File: src/rtl/digitron_capture.sv
// Captures a six-digit multiplexed 7-segment display (active-low CS, active-high segments) as hex.
// Define DIGITRON_CAPTURE_TIMEOUT_EN to build the optional no-activity watchdog.
module digitron_capture #(
  parameter int unsigned STABLE_CYC  = 4,
  parameter int unsigned TIMEOUT_CYC = 1_000_000
) (
  input  logic        CLK,
  input  logic        RSTn,
  input  logic [7:0]  Seg_In,
  input  logic [5:0]  CS_In,
  input  logic        Clear,
  output logic [23:0] Hex_SixNum_Out,
  output logic        Frame_Valid,
  output logic [5:0]  Digit_Mask,
  output logic        Locked,
  output logic        Err_Seg,
  output logic        Err_CS,
  output logic        Timeout
);

  if (STABLE_CYC < 1 || TIMEOUT_CYC < 1) begin : g_param_chk
    $error("STABLE_CYC and TIMEOUT_CYC must be at least 1");
  end

  localparam int unsigned CntW = $clog2(STABLE_CYC + 1);
  localparam logic [CntW-1:0] CntMax = CntW'(STABLE_CYC);
  localparam logic [CntW-1:0] CntAcc = CntW'(STABLE_CYC - 1);

  logic [13:0]     sync1_q, sync2_q;
  logic [1:0]      vld_q;
  logic [CntW-1:0] cnt_q, cnt_d;
  logic            acc_q, acc_d;
  logic [5:0]      acc_cs_q;
  logic [6:0]      acc_seg_q;

  logic [23:0] shadow_q, shadow_d, shadow_wr;
  logic [23:0] hex_q, hex_d;
  logic [5:0]  mask_q, mask_d, mask_wr;
  logic        fv_q, fv_d, locked_q, locked_d;
  logic        eseg_q, eseg_d, ecs_q, ecs_d;
  logic [5:0]  cs_sel;
  logic        cs_blank, cs_onehot, seg_ok;
  logic [3:0]  nib;

  // cnt_q == STABLE_CYC-1 means the synchronized sample has been seen STABLE_CYC times in a row;
  // vld_q keeps the reset contents of the synchronizer from being accepted.
  always_comb begin
    cnt_d = cnt_q;
    if (sync1_q != sync2_q) begin
      cnt_d = '0;
    end else if (cnt_q != CntMax) begin
      cnt_d = cnt_q + 1'b1;
    end
    acc_d = vld_q[1] && (cnt_q == CntAcc);
  end

  always_ff @(posedge CLK or negedge RSTn) begin
    if (!RSTn) begin
      sync1_q   <= '0;
      sync2_q   <= '0;
      vld_q     <= '0;
      cnt_q     <= '0;
      acc_q     <= 1'b0;
      acc_cs_q  <= '0;
      acc_seg_q <= '0;
    end else begin
      sync1_q <= {CS_In, Seg_In};
      sync2_q <= sync1_q;
      vld_q   <= {vld_q[0], 1'b1};
      cnt_q   <= cnt_d;
      acc_q   <= acc_d;
      if (acc_d) begin
        acc_cs_q  <= sync2_q[13:8];
        acc_seg_q <= sync2_q[6:0];
      end
    end
  end

  always_comb begin
    seg_ok = 1'b1;
    nib    = 4'h0;
    case (acc_seg_q)
      7'h3F: nib = 4'h0;
      7'h06: nib = 4'h1;
      7'h5B: nib = 4'h2;
      7'h4F: nib = 4'h3;
      7'h66: nib = 4'h4;
      7'h6D: nib = 4'h5;
      7'h7D: nib = 4'h6;
      7'h07: nib = 4'h7;
      7'h7F: nib = 4'h8;
      7'h6F: nib = 4'h9;
      7'h77: nib = 4'hA;
      7'h7C: nib = 4'hB;
      7'h39: nib = 4'hC;
      7'h5E: nib = 4'hD;
      7'h79: nib = 4'hE;
      7'h71: nib = 4'hF;
      default: seg_ok = 1'b0;
    endcase
  end

  always_comb begin
    cs_sel    = ~acc_cs_q;
    cs_blank  = (acc_cs_q == 6'h3F);
    cs_onehot = !cs_blank && ((cs_sel & (cs_sel - 6'd1)) == 6'd0);
    mask_wr   = mask_q | cs_sel;
    shadow_wr = shadow_q;
    for (int k = 0; k < 6; k++) begin
      if (cs_sel[k]) begin
        shadow_wr[4*k +: 4] = nib;
      end
    end
  end

`ifdef DIGITRON_CAPTURE_TIMEOUT_EN
  localparam int unsigned WdW = $clog2(TIMEOUT_CYC + 1);

  logic [WdW-1:0] wd_q, wd_d;
  logic           wd_hit;
  logic           to_q, to_d;

  always_comb begin
    wd_hit = !acc_q && (wd_q == WdW'(TIMEOUT_CYC - 1));
    wd_d   = wd_q;
    if (Clear || acc_q) begin
      wd_d = '0;
    end else if (wd_q != WdW'(TIMEOUT_CYC)) begin
      wd_d = wd_q + 1'b1;
    end
  end

  always_ff @(posedge CLK or negedge RSTn) begin
    if (!RSTn) begin
      wd_q <= '0;
      to_q <= 1'b0;
    end else begin
      wd_q <= wd_d;
      to_q <= to_d;
    end
  end

  assign Timeout = to_q;
`else
  assign Timeout = 1'b0;
`endif

  always_comb begin
    shadow_d = shadow_q;
    mask_d   = mask_q;
    hex_d    = hex_q;
    fv_d     = 1'b0;
    locked_d = locked_q;
    eseg_d   = eseg_q;
    ecs_d    = ecs_q;
`ifdef DIGITRON_CAPTURE_TIMEOUT_EN
    to_d     = to_q;
`endif
    if (Clear) begin
      shadow_d = '0;
      mask_d   = '0;
      hex_d    = '0;
      locked_d = 1'b0;
      eseg_d   = 1'b0;
      ecs_d    = 1'b0;
`ifdef DIGITRON_CAPTURE_TIMEOUT_EN
      to_d     = 1'b0;
`endif
    end else begin
      if (acc_q && !cs_blank) begin
        if (!cs_onehot) begin
          ecs_d = 1'b1;
        end else if (!seg_ok) begin
          eseg_d = 1'b1;
        end else begin
          shadow_d = shadow_wr;
          if (mask_wr == 6'h3F) begin
            hex_d    = shadow_wr;
            fv_d     = 1'b1;
            locked_d = 1'b1;
            mask_d   = '0;
          end else begin
            mask_d = mask_wr;
          end
        end
      end
`ifdef DIGITRON_CAPTURE_TIMEOUT_EN
      if (wd_hit) begin
        to_d     = 1'b1;
        locked_d = 1'b0;
        mask_d   = '0;
      end
`endif
    end
  end

  always_ff @(posedge CLK or negedge RSTn) begin
    if (!RSTn) begin
      shadow_q <= '0;
      mask_q   <= '0;
      hex_q    <= '0;
      fv_q     <= 1'b0;
      locked_q <= 1'b0;
      eseg_q   <= 1'b0;
      ecs_q    <= 1'b0;
    end else begin
      shadow_q <= shadow_d;
      mask_q   <= mask_d;
      hex_q    <= hex_d;
      fv_q     <= fv_d;
      locked_q <= locked_d;
      eseg_q   <= eseg_d;
      ecs_q    <= ecs_d;
    end
  end

  assign Hex_SixNum_Out = hex_q;
  assign Frame_Valid    = fv_q;
  assign Digit_Mask     = mask_q;
  assign Locked         = locked_q;
  assign Err_Seg        = eseg_q;
  assign Err_CS         = ecs_q;

endmodule

File: config.mk
export PLATFORM = sky130hd
export DESIGN_NAME = digitron_capture
export DESIGN_NICKNAME = d
export VERILOG_FILES = /design/src/rtl/digitron_capture.sv
export SDC_FILE = /design/constraint.sdc
export NUM_CORES = 1
export LEC_CHECK = 0
export ABC_CLOCK_PERIOD_IN_PS = 5310
export CORE_ASPECT_RATIO = 0.9
export CORE_MARGIN = 10
export CORE_UTILIZATION = 50
export DETAILED_ROUTE_END_ITERATION = 10
export DONT_BUFFER_PORTS = 1
export GPL_TIMING_DRIVEN = 0
export PLACE_DENSITY = 0.63
export SYNTH_ARGS = -nofsm -noshare
export SYNTH_HDL_FRONTEND = slang
export SYNTH_SLANG_ARGS = --single-unit
File: constraint.sdc
create_clock -name CLK -period 5.31 [get_ports CLK]
set_input_delay 1.062 -clock CLK [delete_from_list [all_inputs] [get_ports CLK]]
set_output_delay 1.062 -clock CLK [all_outputs]
set_load 0.05 [all_outputs]
# Word level (Yosys, flattened, before mapping)

Cells that the tools add are included.

Register bits: 105
Bits of input ports: 17
Output and inout port bits: 35
Word-level logic and storage cells: 98

Add/subtract/negate cells: 2
Equal/unequal tests: 23
Mux-type cells: 41
Bitwise gates (word level): 3
Reduce and logical (&&, ||, !) cells: 15

Operators with widths:

| operator            | count |
|---|---|
| $mux 24             | 9 |
| $eq 7x7->1 const B  | 12 |
| $pmux 4 s15         | 1 |
| $mux 6              | 5 |
| $mux 4              | 6 |
| $mux 1              | 18 |
| $reduce_or 16->1    | 1 |
| $eq 7x3->1 const B  | 2 |
| $eq 7x6->1 const B  | 2 |
| $ne 14x14->1        | 1 |
| $eq 6x6->1 const B  | 2 |
| $reduce_bool 2->1   | 5 |
| $and 6x6->6         | 1 |
| $logic_not 6->1     | 1 |
| $mux 3              | 2 |
| $not 6->6           | 1 |
| $or 6x6->6          | 1 |
| $reduce_and 3->1    | 2 |
| $sub 6x1->6 const B | 1 |
| $ne 2x2->1 const B  | 2 |
| $reduce_and 4->1    | 1 |
| $add 3x1->3 const B | 1 |
| $eq 3x2->1 const B  | 1 |
| $logic_and 1x1->1   | 3 |
| other kinds (3)     | 3 |

# Depth between registers and ports, before layout

Depth after elaboration: 8
Depth in mapped cells: 9
Gate-level depth less buffers: 6

# Worst setup path before layout

OpenSTA, ideal clock, no wires.

Path type: register to register
From: register acc_seg_q[4]
To: register shadow_q[4]
Library setup time: 120 ps
Arrival time: 1,933 ps
Data required time: 5,190 ps
Slack: 3,257 ps
Cell stages (with the launch flop): 9
Buffers on the path: 2
Period minus slack after synthesis: 2,053 ps
Path through: dfrtp_1 > buf_2 > o2111ai_1 > o21ai_1 > a311o_2 > nor3_4 > buf_6 > nor4_1 > a31o_2

Word-level cells in the longest chain between the ends: 7
Elaborated cells between the ends (all ways): 26
Those cells by class: eq/ne (16); mux (7); reduce/logical (3)

RTL lines:

| what                               | RTL line | RTL |
|---|---|---|
| start, declared                    | 34       | `logic [6:0] acc_seg_q;` |
| start signal, assigned             | 74       | `acc_seg_q <= sync2_q[6:0];` |
| $eq 7x7->1 (tied with other cells) | 82       | `case (acc_seg_q)` |
| $pmux 4 s15                        | 82       |  |
| $mux 4                             | 110      | `if (cs_sel[k]) begin` |
| $mux 24                            | 173      | `end else if (!seg_ok) begin` |
| $mux 24                            | 171      | `if (!cs_onehot) begin` |
| $mux 24                            | 170      | `if (acc_q && !cs_blank) begin` |
| $mux 24                            | 159      | `if (Clear) begin` |
| end signal, assigned               | 207      | `shadow_q <= shadow_d;` |
| end, declared                      | 36       | `logic [23:0] shadow_q, shadow_d, shadow_wr;` |

Several ways; a longest one is shown, not always the timed one. The select of a mux whose other input is x is not followed.
A chain may end at the register's enable or synchronous reset.

# Worst setup path in the final report

From: register acc_cs_q[0]
To: register hex_q[22] (netlist: Hex_SixNum_Out[22])

Word-level cells in the longest chain between the ends: 7
Elaborated cells between the ends (all ways): 14
Those cells by class: add/sub (1); eq/ne (2); bitwise (3); reduce/logical (8)

RTL lines:

| what                                | RTL line | RTL |
|---|---|---|
| start, declared                     | 33       | `logic [5:0] acc_cs_q;` |
| start signal, assigned              | 73       | `acc_cs_q <= sync2_q[13:8];` |
| $not 6->6                           | 104      | `cs_sel = ~acc_cs_q;` |
| $sub 6x1->6                         | 106      | `cs_onehot = !cs_blank && ((cs_sel & (cs_sel - 6'd1)) == 6'd0);` |
| $and 6x6->6                         | 106      |  |
| $logic_not 6->1                     | 106      |  |
| $logic_and 1x1->1                   | 106      |  |
| $reduce_bool 2->1 (no source line)  | n/a      |  |
| $reduce_and 4->1 (no source line) * | n/a      |  |
| end signal, assigned                | 201      | `hex_q <= '0;` |
| end signal, assigned                | 209      | `hex_q <= hex_d;` |
| end, declared                       | 37       | `logic [23:0] hex_q, hex_d;` |

Every way passes the cells marked *; elsewhere a longest branch is shown, timed or not.

==> metrics.txt <==
worst hold path type=reg -> reg; Synth Flop Type=dfrtp_1; global-route wire length before repair=19100 µm; Setup Fix Bufs, Post-CTS=0; flops & latches, synth=105; clock group share of total power=37.9%; post-synth top area share=53.5%; top-level port count=52; Top delay family on crit path=compound AO/OA/AOI/OAI gates; commonest cells after routing, fill and taps aside=105 x dfrtp_1, 44 x nand2_1, 29 x o21ai_0; Yosys warning count=0; gp weighted congestion=0.834; Synth async-reset ratio=100%; number of synthesized flops with an enable pin=0; Pint=0.00105 W; Clock Tree Root=clkbuf_8; final setup fails=0; crit path kind=reg -> reg; Power per Cell Area=258 nW/µm²; later-pin clock latency in the skew report=0.36 ns; slew at the pin closest to its max-slew limit=0.674 ns; I/O Buffers=0; CP cell instances=buf_2, inv_1, buf_2, nor4_1, o31ai_2, o21a_1, clkbuf_1, o21ai_0, a21oi_1; Max IR drop VDD=211 µV; CTS clk-pin slew, worst paths=0.10 ns; final slew viol count=0; status=complete, no violations; Vias=3544; Final Hold Fails=0; H-tree lvl count=3; DIE WIDTH=125 µm; Yosys top cell by area=dfrtp_1; starting density of the core=51.1%; Top cell by count, worst path=buf_2; number of remaining DRC errors=0; final core occ=54.9%; Syn Inst Count=447; total clock sinks=105; TritonCTS Buffers=9; ratio of cells with drive above 1 in the final layout=16.5%; average size of a mapped cell=11.0 µm²; largest net degree at the start of global routing=106; period utilisation layout=49.4%; Layout area overhead=7.46%; routed len/inst=19.7 µm; DP HPWL=8230 µm; net switching share of the total power=23.2%; Final min period=2.62 ns; CTS tree=done; WP data arrival=2.90 ns; Setup TNS=0 ns; DIE AREA=14200 µm²; Leak=2.29 nW; Synth area leaders=dfrtp_1 53%, mux2_2 4.1%, nand2_1 3.4%; Layout Nets=478; RSZ-0062 raised after global routing=false; GR Overflow Total=0; nature of the critical path startpoint=flop; placed insts=573; slowest stage delay, CP=0.56 ns; vias in the first global route=3484; Final ANT Viol Nets=0; CP Data Required Time=5.59 ns; sequential cell area fraction in the yosys report=53.5%; Layout Cells excl Fill=588; Die Ht=114 µm; Worst Skew=0.0136 ns; post-cts resize count=0; initial DRC count=292; max cap viols=0; core area=9610 µm²; Inserted Diodes=0; final wirelength=11600 µm; CTS Buffer Depth=2; crit-path max FO=10; syn nets=467; fmax=381 MHz; critical path capture point type=flop; Cell Area, Synth=4910 µm²; Distinct cells, synth=67; net switching power=0.000317 W; Pre-antenna DRT Iters=5; Flop pwr share=60.0%; CP max-delay cell=o31ai_2; commonest non-fill, non-tap cell in the layout=dfrtp_1; Post-CTS Hold Buffers=0; Cell Rows=34; initial antenna violation count=0; DR vias/cell=6.03; Worst Path Buf+Inv=4; Logic pwr share=2.1%; Tot GR Track Use=16.3%; Slew headroom=54.6%
==> cells by family after synthesis <==
group	count (synthesis)	synth area share, %
muxes	28	6.16
and+or+nand+nor	133	15.5
DFF	105	53.5
AOI/OAI and AO/OA	109	15.6
adders and majority gates	4	0.968
other	2	0.153
buffers and inverters	49	5.19
xor gates and xnor gates	17	3.03
==> sequential cells by signal (all words and copies together), names as in the netlist <==
register / cells
sync1_q: 14
vld_q: 2
Err_Seg: 1
Err_CS: 1
Locked: 1
acc_cs_q: 6
shadow_q: 24
acc_q: 1
sync2_q: 14
cnt_q: 3
Frame_Valid: 1
Digit_Mask: 6
acc_seg_q: 7
Hex_SixNum_Out: 24
==> routing by layer <==
metal | track usage, % | part of all wire [%] | vias to the layer above
li1 | - | - | 1656
met5 | 0 | 0 | -
met3 | 4.91 | 7.3 | 9
met1 | 22.6 | 47 | 1759
met2 | 24.3 | 45 | 120
met4 | 4.65 | 0.73 | 0
==> cell usage after synthesis, drive strengths merged, types with 4 or more instances <==
master   count
mux2i       10
xor2        10
o2111ai     14
a31o         8
xnor2        7
o2bb2ai      4
nand2       45
a31oi        7
nor3        10
nor2b        4
nand3       19
inv         11
o31ai        4
clkbuf      11
or4bb        4
nor2         6
nand4       16
mux2        18
a21oi       21
o21ai       34
dfrtp      105
buf         25
nor4        12
==> per-stage QoR <==
stage	area, µm²	hold slack [ns]	setup slack [ns]	total power (W)
2_1_floorplan	4910	0.331	3.26	0.000854
3_3_place_gp	5070	0.332	2.78	0.000862
3_5_place_dp	5070	0.335	2.78	0.000863
4_1_cts	5280	0.360	2.71	0.00138
5_1_grt	5280	0.343	2.47	0.00141
6_report	5280	0.359	2.69	0.00136
==> area by class of cell <==
| cell class | count | area (µm²) |
|---|---|---|
| fill | 868 | 4330 |
| tap | 126 | 158 |
| sequential | 105 | 2630 |
| buffer | 36 | 206 |
| clock buffer | 9 | 124 |
| multi-input combinational | 293 | 2030 |
| clock inverter | 6 | 85.1 |
| inverter | 13 | 48.8 |
==> final timing paths <==
kind                       cells past startpoint        start  slack, ns                  to
max reg2reg                                    9  acc_cs_q[0]       2.69  Hex_SixNum_Out[22]
max in group asynchronous                      0         RSTn       4.77        shadow_q[22]
min                                            0     vld_q[0]       0.36            vld_q[1]
max                                            9  acc_cs_q[0]       2.69  Hex_SixNum_Out[22]
min reg2reg                                    0     vld_q[0]       0.36            vld_q[1]
min in group asynchronous                      0         RSTn       0.38          sync2_q[0]
==> power by group through the flow <==
stage	clock, W	combinational, W	sequential [W]
2_1_floorplan	0	0.0000218	0.000833
3_3_place_gp	0	0.0000277	0.000834
3_5_place_dp	0	0.0000281	0.000834
4_1_cts	0.000531	0.0000283	0.000819
5_1_grt	0.000562	0.0000313	0.000820
6_report	0.000517	0.0000284	0.000818
No activity file was read; power rests on OpenSTA's default activity.
